## src/rtl/sdram_rr_arb_if.sv

```systemverilog
// Port A / port B / core request-response bundle for the sdram round-robin arbiter.
// The slave modport is the arbiter's view. The master modport is the environment's view.
interface sdram_rr_arb_if;
   logic [3:0]  portA_wr_i;
   logic        portA_rd_i;
   logic [31:0] portA_addr_i;
   logic [31:0] portA_write_data_i;
   logic        portA_accept_o;
   logic        portA_ack_o;
   logic        portA_error_o;
   logic [31:0] portA_read_data_o;
   logic [3:0]  portB_wr_i;
   logic        portB_rd_i;
   logic [31:0] portB_addr_i;
   logic [31:0] portB_write_data_i;
   logic        portB_accept_o;
   logic        portB_ack_o;
   logic        portB_error_o;
   logic [31:0] portB_read_data_o;
   logic [3:0]  core_wr_o;
   logic        core_rd_o;
   logic [31:0] core_addr_o;
   logic [31:0] core_write_data_o;
   logic        core_accept_i;
   logic        core_ack_i;
   logic        core_error_i;
   logic [31:0] core_read_data_i;

   modport slave (
      input  portA_wr_i, portA_rd_i, portA_addr_i, portA_write_data_i,
      output portA_accept_o, portA_ack_o, portA_error_o, portA_read_data_o,
      input  portB_wr_i, portB_rd_i, portB_addr_i, portB_write_data_i,
      output portB_accept_o, portB_ack_o, portB_error_o, portB_read_data_o,
      output core_wr_o, core_rd_o, core_addr_o, core_write_data_o,
      input  core_accept_i, core_ack_i, core_error_i, core_read_data_i
   );

   modport master (
      output portA_wr_i, portA_rd_i, portA_addr_i, portA_write_data_i,
      input  portA_accept_o, portA_ack_o, portA_error_o, portA_read_data_o,
      output portB_wr_i, portB_rd_i, portB_addr_i, portB_write_data_i,
      input  portB_accept_o, portB_ack_o, portB_error_o, portB_read_data_o,
      input  core_wr_o, core_rd_o, core_addr_o, core_write_data_o,
      output core_accept_i, core_ack_i, core_error_i, core_read_data_i
   );
endinterface

```

## src/rtl/sdram_rr_arb.sv

```systemverilog
// Two-port round-robin arbiter in front of the sdram32 core request port.
// An in-order tag FIFO steers each core response back to the port that issued the request.
module sdram_rr_arb #(
   parameter int OUTSTANDING = 4
) (
   input logic           ACLK,
   input logic           ARSTN,
   sdram_rr_arb_if.slave bus
);
   localparam int PW = $clog2(OUTSTANDING);
   localparam int CW = PW + 1;

   logic                   last_q;
   logic                   lock_q;
   logic                   lock_port_q;
   logic [CW-1:0]          count_q;
   logic [PW-1:0]          wptr_q;
   logic [PW-1:0]          rptr_q;
   logic [OUTSTANDING-1:0] tag_q;

   logic req_a, req_b, sel, sel_req;
   logic full, active, fire, pop, head;

   assign req_a = (|bus.portA_wr_i) | bus.portA_rd_i;
   assign req_b = (|bus.portB_wr_i) | bus.portB_rd_i;

   // A locked port keeps the grant until the core takes its request.
   always_comb begin
      sel = 1'b0;
      if (lock_q)
         sel = lock_port_q;
      else if (req_a && req_b)
         sel = ~last_q;
      else if (req_b)
         sel = 1'b1;
   end

   assign sel_req = sel ? req_b : req_a;
   assign full    = (count_q == CW'(OUTSTANDING));
   assign active  = ARSTN & sel_req & ~full;
   assign fire    = active & bus.core_accept_i;
   assign pop     = ARSTN & bus.core_ack_i & (count_q != '0);
   assign head    = tag_q[rptr_q];

   assign bus.core_wr_o = active ? (sel ? bus.portB_wr_i : bus.portA_wr_i) : 4'h0;
   assign bus.core_rd_o = active & (sel ? bus.portB_rd_i : bus.portA_rd_i);
   assign bus.core_addr_o = sel ? bus.portB_addr_i : bus.portA_addr_i;
   assign bus.core_write_data_o = sel ? bus.portB_write_data_i
                                      : bus.portA_write_data_i;

   assign bus.portA_accept_o    = fire & ~sel;
   assign bus.portB_accept_o    = fire & sel;
   assign bus.portA_ack_o       = pop & ~head;
   assign bus.portB_ack_o       = pop & head;
   assign bus.portA_error_o     = pop & ~head & bus.core_error_i;
   assign bus.portB_error_o     = pop & head & bus.core_error_i;
   assign bus.portA_read_data_o = bus.core_read_data_i;
   assign bus.portB_read_data_o = bus.core_read_data_i;

   always_ff @(posedge ACLK or negedge ARSTN) begin
      if (!ARSTN) begin
         last_q      <= 1'b1;
         lock_q      <= 1'b0;
         lock_port_q <= 1'b0;
         count_q     <= '0;
         wptr_q      <= '0;
         rptr_q      <= '0;
         tag_q       <= '0;
      end else begin
         if (fire) begin
            tag_q[wptr_q] <= sel;
            wptr_q        <= wptr_q + PW'(1);
            last_q        <= sel;
         end
         if (pop)
            rptr_q <= rptr_q + PW'(1);
         count_q <= count_q + CW'(fire) - CW'(pop);
         // A full-gated request is not presented, so the lock holds its state.
         if (active) begin
            lock_q      <= ~bus.core_accept_i;
            lock_port_q <= sel;
         end
      end
   end
endmodule

```

## src/flat_wrapper.sv

```systemverilog
// flat-port wrapper written by rule: the top's interface ports become plain ports
module sdram_rr_arb_flat 
#(
   parameter int OUTSTANDING = 4
)
  (ACLK, ARSTN, bus_portA_wr_i, bus_portA_rd_i, bus_portA_addr_i, bus_portA_write_data_i, bus_portA_accept_o, bus_portA_ack_o, bus_portA_error_o, bus_portA_read_data_o, bus_portB_wr_i, bus_portB_rd_i, bus_portB_addr_i, bus_portB_write_data_i, bus_portB_accept_o, bus_portB_ack_o, bus_portB_error_o, bus_portB_read_data_o, bus_core_wr_o, bus_core_rd_o, bus_core_addr_o, bus_core_write_data_o, bus_core_accept_i, bus_core_ack_i, bus_core_error_i, bus_core_read_data_i);
  sdram_rr_arb_if bus_i ();
  input logic ACLK;
  input logic ARSTN;
  input wire logic [$bits(bus_i.portA_wr_i)-1:0] bus_portA_wr_i;
  input wire logic [$bits(bus_i.portA_rd_i)-1:0] bus_portA_rd_i;
  input wire logic [$bits(bus_i.portA_addr_i)-1:0] bus_portA_addr_i;
  input wire logic [$bits(bus_i.portA_write_data_i)-1:0] bus_portA_write_data_i;
  output wire logic [$bits(bus_i.portA_accept_o)-1:0] bus_portA_accept_o;
  output wire logic [$bits(bus_i.portA_ack_o)-1:0] bus_portA_ack_o;
  output wire logic [$bits(bus_i.portA_error_o)-1:0] bus_portA_error_o;
  output wire logic [$bits(bus_i.portA_read_data_o)-1:0] bus_portA_read_data_o;
  input wire logic [$bits(bus_i.portB_wr_i)-1:0] bus_portB_wr_i;
  input wire logic [$bits(bus_i.portB_rd_i)-1:0] bus_portB_rd_i;
  input wire logic [$bits(bus_i.portB_addr_i)-1:0] bus_portB_addr_i;
  input wire logic [$bits(bus_i.portB_write_data_i)-1:0] bus_portB_write_data_i;
  output wire logic [$bits(bus_i.portB_accept_o)-1:0] bus_portB_accept_o;
  output wire logic [$bits(bus_i.portB_ack_o)-1:0] bus_portB_ack_o;
  output wire logic [$bits(bus_i.portB_error_o)-1:0] bus_portB_error_o;
  output wire logic [$bits(bus_i.portB_read_data_o)-1:0] bus_portB_read_data_o;
  output wire logic [$bits(bus_i.core_wr_o)-1:0] bus_core_wr_o;
  output wire logic [$bits(bus_i.core_rd_o)-1:0] bus_core_rd_o;
  output wire logic [$bits(bus_i.core_addr_o)-1:0] bus_core_addr_o;
  output wire logic [$bits(bus_i.core_write_data_o)-1:0] bus_core_write_data_o;
  input wire logic [$bits(bus_i.core_accept_i)-1:0] bus_core_accept_i;
  input wire logic [$bits(bus_i.core_ack_i)-1:0] bus_core_ack_i;
  input wire logic [$bits(bus_i.core_error_i)-1:0] bus_core_error_i;
  input wire logic [$bits(bus_i.core_read_data_i)-1:0] bus_core_read_data_i;
  assign bus_i.portA_wr_i = bus_portA_wr_i;
  assign bus_i.portA_rd_i = bus_portA_rd_i;
  assign bus_i.portA_addr_i = bus_portA_addr_i;
  assign bus_i.portA_write_data_i = bus_portA_write_data_i;
  assign bus_portA_accept_o = bus_i.portA_accept_o;
  assign bus_portA_ack_o = bus_i.portA_ack_o;
  assign bus_portA_error_o = bus_i.portA_error_o;
  assign bus_portA_read_data_o = bus_i.portA_read_data_o;
  assign bus_i.portB_wr_i = bus_portB_wr_i;
  assign bus_i.portB_rd_i = bus_portB_rd_i;
  assign bus_i.portB_addr_i = bus_portB_addr_i;
  assign bus_i.portB_write_data_i = bus_portB_write_data_i;
  assign bus_portB_accept_o = bus_i.portB_accept_o;
  assign bus_portB_ack_o = bus_i.portB_ack_o;
  assign bus_portB_error_o = bus_i.portB_error_o;
  assign bus_portB_read_data_o = bus_i.portB_read_data_o;
  assign bus_core_wr_o = bus_i.core_wr_o;
  assign bus_core_rd_o = bus_i.core_rd_o;
  assign bus_core_addr_o = bus_i.core_addr_o;
  assign bus_core_write_data_o = bus_i.core_write_data_o;
  assign bus_i.core_accept_i = bus_core_accept_i;
  assign bus_i.core_ack_i = bus_core_ack_i;
  assign bus_i.core_error_i = bus_core_error_i;
  assign bus_i.core_read_data_i = bus_core_read_data_i;
  sdram_rr_arb #(.OUTSTANDING(OUTSTANDING)) u_core (.ACLK(ACLK), .ARSTN(ARSTN), .bus(bus_i));
endmodule
```

## config.mk

```make
export PLATFORM = sky130hd
export DESIGN_NAME = sdram_rr_arb_flat
export DESIGN_NICKNAME = d
export VERILOG_FILES = /design/src/rtl/sdram_rr_arb_if.sv /design/src/rtl/sdram_rr_arb.sv /design/src/flat_wrapper.sv
export SDC_FILE = /design/constraint.sdc
export NUM_CORES = 1
export LEC_CHECK = 0
export BUFFER_PORTS_ARGS = -buffer_cell sky130_fd_sc_hd__buf_2
export CAP_MARGIN = 20
export CORE_AREA = 2 2 120 122
export CTS_BUF_LIST = sky130_fd_sc_hd__clkbuf_4
export CTS_CLUSTER_SIZE = 12
export DETAILED_ROUTE_END_ITERATION = 6
export DIE_AREA = 0 0 122 124
export HOLD_SLACK_MARGIN = 0.08
export PLACE_DENSITY = 0.61
export SLEW_MARGIN = 20
export SYNTH_ARGS = -nofsm -noshare
export SYNTH_HDL_FRONTEND = slang
export SYNTH_SLANG_ARGS = --single-unit
```

## constraint.sdc

```tcl
create_clock -name ACLK -period 2.9 [get_ports ACLK]
set_input_delay 0 -clock ACLK [delete_from_list [all_inputs] [get_ports ACLK]]
set_output_delay 0 -clock ACLK [all_outputs]
set_load 0.01 [all_outputs]
```

==> flow_summary.toml, run 1 <==
[outcome]
status = "completed"

[yosys]
synthFlopType = "dfrtp_1"
synth-edff-count = 0
syn-cell-area_mm2 = 0.00257
postSynthCellCount = 241
synth_fp_nets = 423
synth_area_leaders = "mux2_4 35%, buf_4 19%, dfrtp_1 13%, buf_12 4.7%, ha_1 2.9%"
synth-seq-cells = 14
syn_area_per_cell_um2 = 10.6
yosys.area.top_type = "mux2_4"
yosysMostFrequentCell = "buf_4"
yosys.area.top_type_share = 0.351
ys_warn_count = 0
synthTopCellsByCount = "65 x buf_4, 60 x mux2_4, 13 x dfrtp_1, 8 x inv_1"
yosysUniqueCellTypes = 41
yosysSeqAreaShare = 0.137
synthArstFlopShare = 1.00

[clocking]
clk_pin_slew_ns = 0.09
ctsHoldBuffers = 33
insertion_delay_ns = 0.29
cts_buffer_depth = 2
cts_setup_buffers = 0
post_cts_resized = 0
htreeDepth = 1
cts.sinks = 14
cts_tree = "done"
cts_buffers = 3
cts-root-buf = "clkbuf_4"

[sta]
fin_crit_ns = 2.32
hold_viol = 0
slew_violations = 0
max_freq_ghz = 0.431
max-slew-margin-rel = 0.605
finalCritPeriodShare = 0.800
fin_skew_ns = 0.000916
rsz0062_at_grt = "false"
final.setup.tns_ns = 0
tightestPinTransition_ns = 0.588
timing.final.ws_setup_ns = 0.579
finalSetupViolations = 0

[drt]
drtPass1Iterations = 4
drt_iter0_drc = 78
drt-total-wl_um = 9470
final_antenna_net_count = 0
wl_per_cell_um = 15.7
viasPerCell = 4.00
vias = 2409
drcViolationCount = 0

[worst_setup_path]
rr_endpoint = "u_core.count_q[2]"
worstPathCellList = "inv_1 -> o211ai_2 -> nand2_8 -> buf_12 -> mux2_2 -> buf_2"
start_kind = "register"
r2r_slack_ns = 0.79
max_stage_delay_ns = 0.43
r2r_start = "u_core.count_q[0]"
crit_type = "register to output port"
crit_required_ns = 2.90
critPathCaptureType = "output port"
path_max_fanout = 54
reg2regPathDepth = 7
slowest_stage = "dfrtp_1"
cp.arrival_ns = 2.32

[hold_path]
hp-class = "primary input to asynchronous set/reset pin"

[global_route]
antenna_found_initial = 2
grt_max_degree = 55
grt_pass1_vias = 2145
overflow = 0
grt_usage = 0.106
grt_pass1_wl_um = 12000

[die]
initial_core_util = 0.187
dieWidth_um = 122
die_area_mm2 = 0.0151
rows = 43
io_pins = 314
die_h_um = 124
core_mm2 = 0.0137

[power]
peakVddDrop_v = 0.000797
power_density_mw_per_mm2 = 748
power.leakage_uw = 0.00199

[job]
drv_cap = 0

[cells_and_area]
utilization = 0.265
final_nets = 605
drive_above_1_share = 0.704
syn_to_final_growth_pct = 41.8

[place]
dp_hpwl_um = 7840
place.gp.congestion = 0.876
io_buffers = 217
dp_slack_ns = 0.782
[stage by stage]
stage | area [µm²] | power, µW | hold slack, ns | cells
finish | 3640 | 2720 | 0.143 | 603
CTS | 3640 | 2750 | 0.155 | 602
detailed placement | 3280 | 2550 | -0.0598 | 565
global placement | 3280 | 2540 | -0.0643 | 565
global route | 3640 | 2920 | 0.188 | 602
floorplan | 2570 | 2200 | -0.296 | 241
[registers in the layout (all words and copies together) (netlist names)]
register and flops:
u_core.count_q 3, u_core.last_q 1, u_core.lock_port_q 1, u_core.lock_q 1, u_core.rptr_q 2, u_core.tag_q 4
u_core.wptr_q 2
[cell usage in the layout, fill, tap and decap left out, types with 5 or more instances in the layout]
master,n
buf_2,217
mux2_4,60
dlygate4sd3_1,33
dfrtp_1,13
inv_1,8
nand2_1,6
mux2_2,6
a21oi_1,6
and3_1,6
ha_1,6
o21ai_0,5
nand3_1,5
nor2b_1,5
[cells by family after synthesis]
logic type,count (synthesis),synth area share
flops,14,0.137
xor+xnor,5,0.0171
fa+ha+maj,7,0.0371
compound gates,23,0.0683
simple gates,42,0.0990
buf+inv,83,0.255
mux,67,0.386
[per-layer routing]
metal | part of all wire | up-vias | global-route usage
met1 | 0.38 | 1126 | 0.127
met4 | 0.014 | 2 | 0.0295
met3 | 0.10 | 11 | 0.0270
met5 | 0.0014 | - | 0
met2 | 0.50 | 131 | 0.187
li1 | - | 1139 | -
[final cells by class]
class	count	area, µm²
clock buffer	3	22.5
antenna	1	2.50
clock inverter	1	3.75
tap	180	225
multi-input combinational	144	1560
timing repair buffer	252	1440
sequential	14	352
inverter	8	30.0
fill	1470	10100
[how the worst max path moves through the flow]
| stage | start | to | slack, ns |
|---|---|---|---|
| floorplan | u_core.count_q[0] | u_core.count_q[2] | 0.77 |
| global placement | bus_portA_rd_i | u_core.count_q[2] | 0.79 |
| detailed placement | u_core.count_q[0] | u_core.count_q[2] | 0.78 |
| CTS | u_core.lock_q | bus_core_addr_o[29] | 0.56 |
| global route | u_core.lock_q | bus_core_addr_o[29] | 0.45 |
| finish | u_core.lock_q | bus_core_addr_o[29] | 0.58 |
[power breakdown]
group	switching [µW]	internal [µW]
clock	68.6	50.1
sequential	79.8	292
combinational	1030	1210
total	1170	1550
[critical path, delay by kind of cell (launching register included)]
family | cells | cell delay, ns
flip-flops | 1 | 0.43
buffers and inverters | 3 | 0.63
AND/OR/NAND/NOR | 1 | 0.25
multiplexers | 1 | 0.41
AO/OA/AOI/OAI | 1 | 0.28
(Power assumes the default switching activity.)
==> run 2, diff against run 1 <==
Clock period 2.9 ns to 2.3 ns, I/O delays scaled along.
==> run 2 against run 1 <==
Combinational power grew 29%. Sequential share of layout area shrank 0.14 points. Wire length shrank 0.11%. Largest power group unchanged. Sequential power grew 27%. Largest cell class unchanged. Non-clock buffer count grew 7. Final cell count grew 1.3%. Clock skew grew 0.014 ns. Via count shrank 0.58%. Flip-flop and latch count is the same. Setup slack lost 0.41 ns. Count of clock-buffer cells in the layout is the same.
==> flow_summary.toml, run 2 (synthesis results as in run 1) <==
[cells_and_area]
fin_cells = 611
fillers = 1491
largest_register = "u_core.tag_q"
seqCellArea_um2 = 352
final_nets = 612
syn_to_final_growth_pct = 43.9
reg_top3 = "u_core.tag_q x4, u_core.count_q x3"
drive_above_1_share = 0.709
layout_common_cells = "217 x buf_2, 60 x mux2_4, 33 x dlygate4sd3_1"
largest_reg_flops = 4
final_common_cell = "buf_2"
multi_input_area_mm2 = 0.00156

[die]
rows = 43
die_area_mm2 = 0.0151
die_h_um = 124
initial_core_util = 0.187
io_pins = 314
dieWidth_um = 122
core_mm2 = 0.0137

[clocking]
ctsHoldBuffers = 33
cts_tree = "done"
cts_buffers = 3
post_cts_resized = 0
cts.sinks = 14
cts_setup_buffers = 0
insertion_delay_ns = 0.29
cts-root-buf = "clkbuf_4"
clk_pin_slew_ns = 0.08
cts_buffer_depth = 2
htreeDepth = 1

[place]
place.gp.congestion = 0.877
dp_hpwl_um = 7900
post-place-cells = 572
dp_slack_ns = 0.226
io_buffers = 217

[worst_setup_path]
crit_required_ns = 2.30
cp.arrival_ns = 2.13
crit_type = "register to output port"
start_kind = "register"
critPathCaptureType = "output port"
path_max_fanout = 26

[drt]
drt_iter0_drc = 32
final_antenna_net_count = 0
drt-total-wl_um = 9460
drtPass1Iterations = 4
wl_per_cell_um = 15.5
viasPerCell = 3.92
drcViolationCount = 0
vias = 2395

[global_route]
antenna_found_initial = 5
grt_pass1_wl_um = 12400
grt_pass1_vias = 2259
grt_usage = 0.108
grt_max_degree = 27
overflow = 0

[sta]
rsz0062_at_grt = "false"
hold_viol = 0
final.setup.tns_ns = 0
max-slew-margin-rel = 0.529
finalSetupViolations = 0
fin_crit_ns = 2.13
finalCritPeriodShare = 0.927
fin_skew_ns = 0.0147
max_freq_ghz = 0.469
tightestPinTransition_ns = 0.700
timing.final.ws_setup_ns = 0.167
slew_violations = 0

[outcome]
status = "completed"

[job]
drv_cap = 0

[power]
power.leakage_uw = 0.00203
power_density_mw_per_mm2 = 948
power_uw = 3500
peakVddDrop_v = 0.000489

[hold_path]
hp-class = "primary input to asynchronous set/reset pin"
-- run 2: changes by cell type in the layout (fill, tap and decap cells not counted) --
| cell | previous run | this run |
|---|---|---|
| diode_2 | 1 | 2 |
| buf_4 | 1 | 8 |
-- run 2: worst max-delay path, stage by stage, from the launching register on --
cell	delay (ns)
dfrtp_1	0.41
or2b_1	0.30
o31a_4	0.17
nand2_8	0.26
buf_4	0.26
mux2_4	0.31
buf_2	0.14
-- run 2: per-stage QoR --
stage	hold WS, ns	instance area, µm²	util
final	0.0992	3690	0.269
after global placement	-0.131	3330	0.243
after floorplan	-0.296	2570	-
after detailed placement	-0.131	3330	0.243
after global routing	0.128	3690	0.269
after CTS	0.0933	3690	0.269
-- run 2: worst paths after layout --
check                           depth (start not counted)                   to  slack, ns              start
worst min register to register                          1     u_core.rptr_q[1]       0.49   u_core.rptr_q[1]
max in group asynchronous                               3      u_core.tag_q[1]       1.84              ARSTN
worst min-delay path                                    2    u_core.count_q[1]        0.1              ARSTN
worst max-delay path                                    6  bus_core_addr_o[19]       0.17      u_core.lock_q
min in group ACLK                                       4     u_core.rptr_q[0]       0.21     bus_core_ack_i
worst max register to register                          8    u_core.count_q[2]       0.19  u_core.count_q[0]
-- run 2: report_power, final --
group	switching [µW]	internal, µW	leakage, µW
Combinational	1310	1570	0.00186
Sequential	105	369	0.000153
Clock	83.9	63.0	0.0000154
Total	1500	2000	0.00203
-- run 2: metal layers --
metal  GRT usage  up-vias  part of all wire
met5           0        -            0.0026
li1            -     1156                 -
met2       0.182      132              0.48
met4      0.0280        4             0.011
met3      0.0362       11             0.098
met1       0.132     1092              0.41
-- run 2: final cells by class --
class | instances | share of cell area
repair buffers | 259 | 0.405
clock inverters | 1 | 0.00102
inverters | 8 | 0.00813
multi-input cells | 144 | 0.422
clock buffers | 3 | 0.00610
flip-flops and latches | 14 | 0.0952
well taps | 180 | 0.0610
diodes | 2 | 0.00136
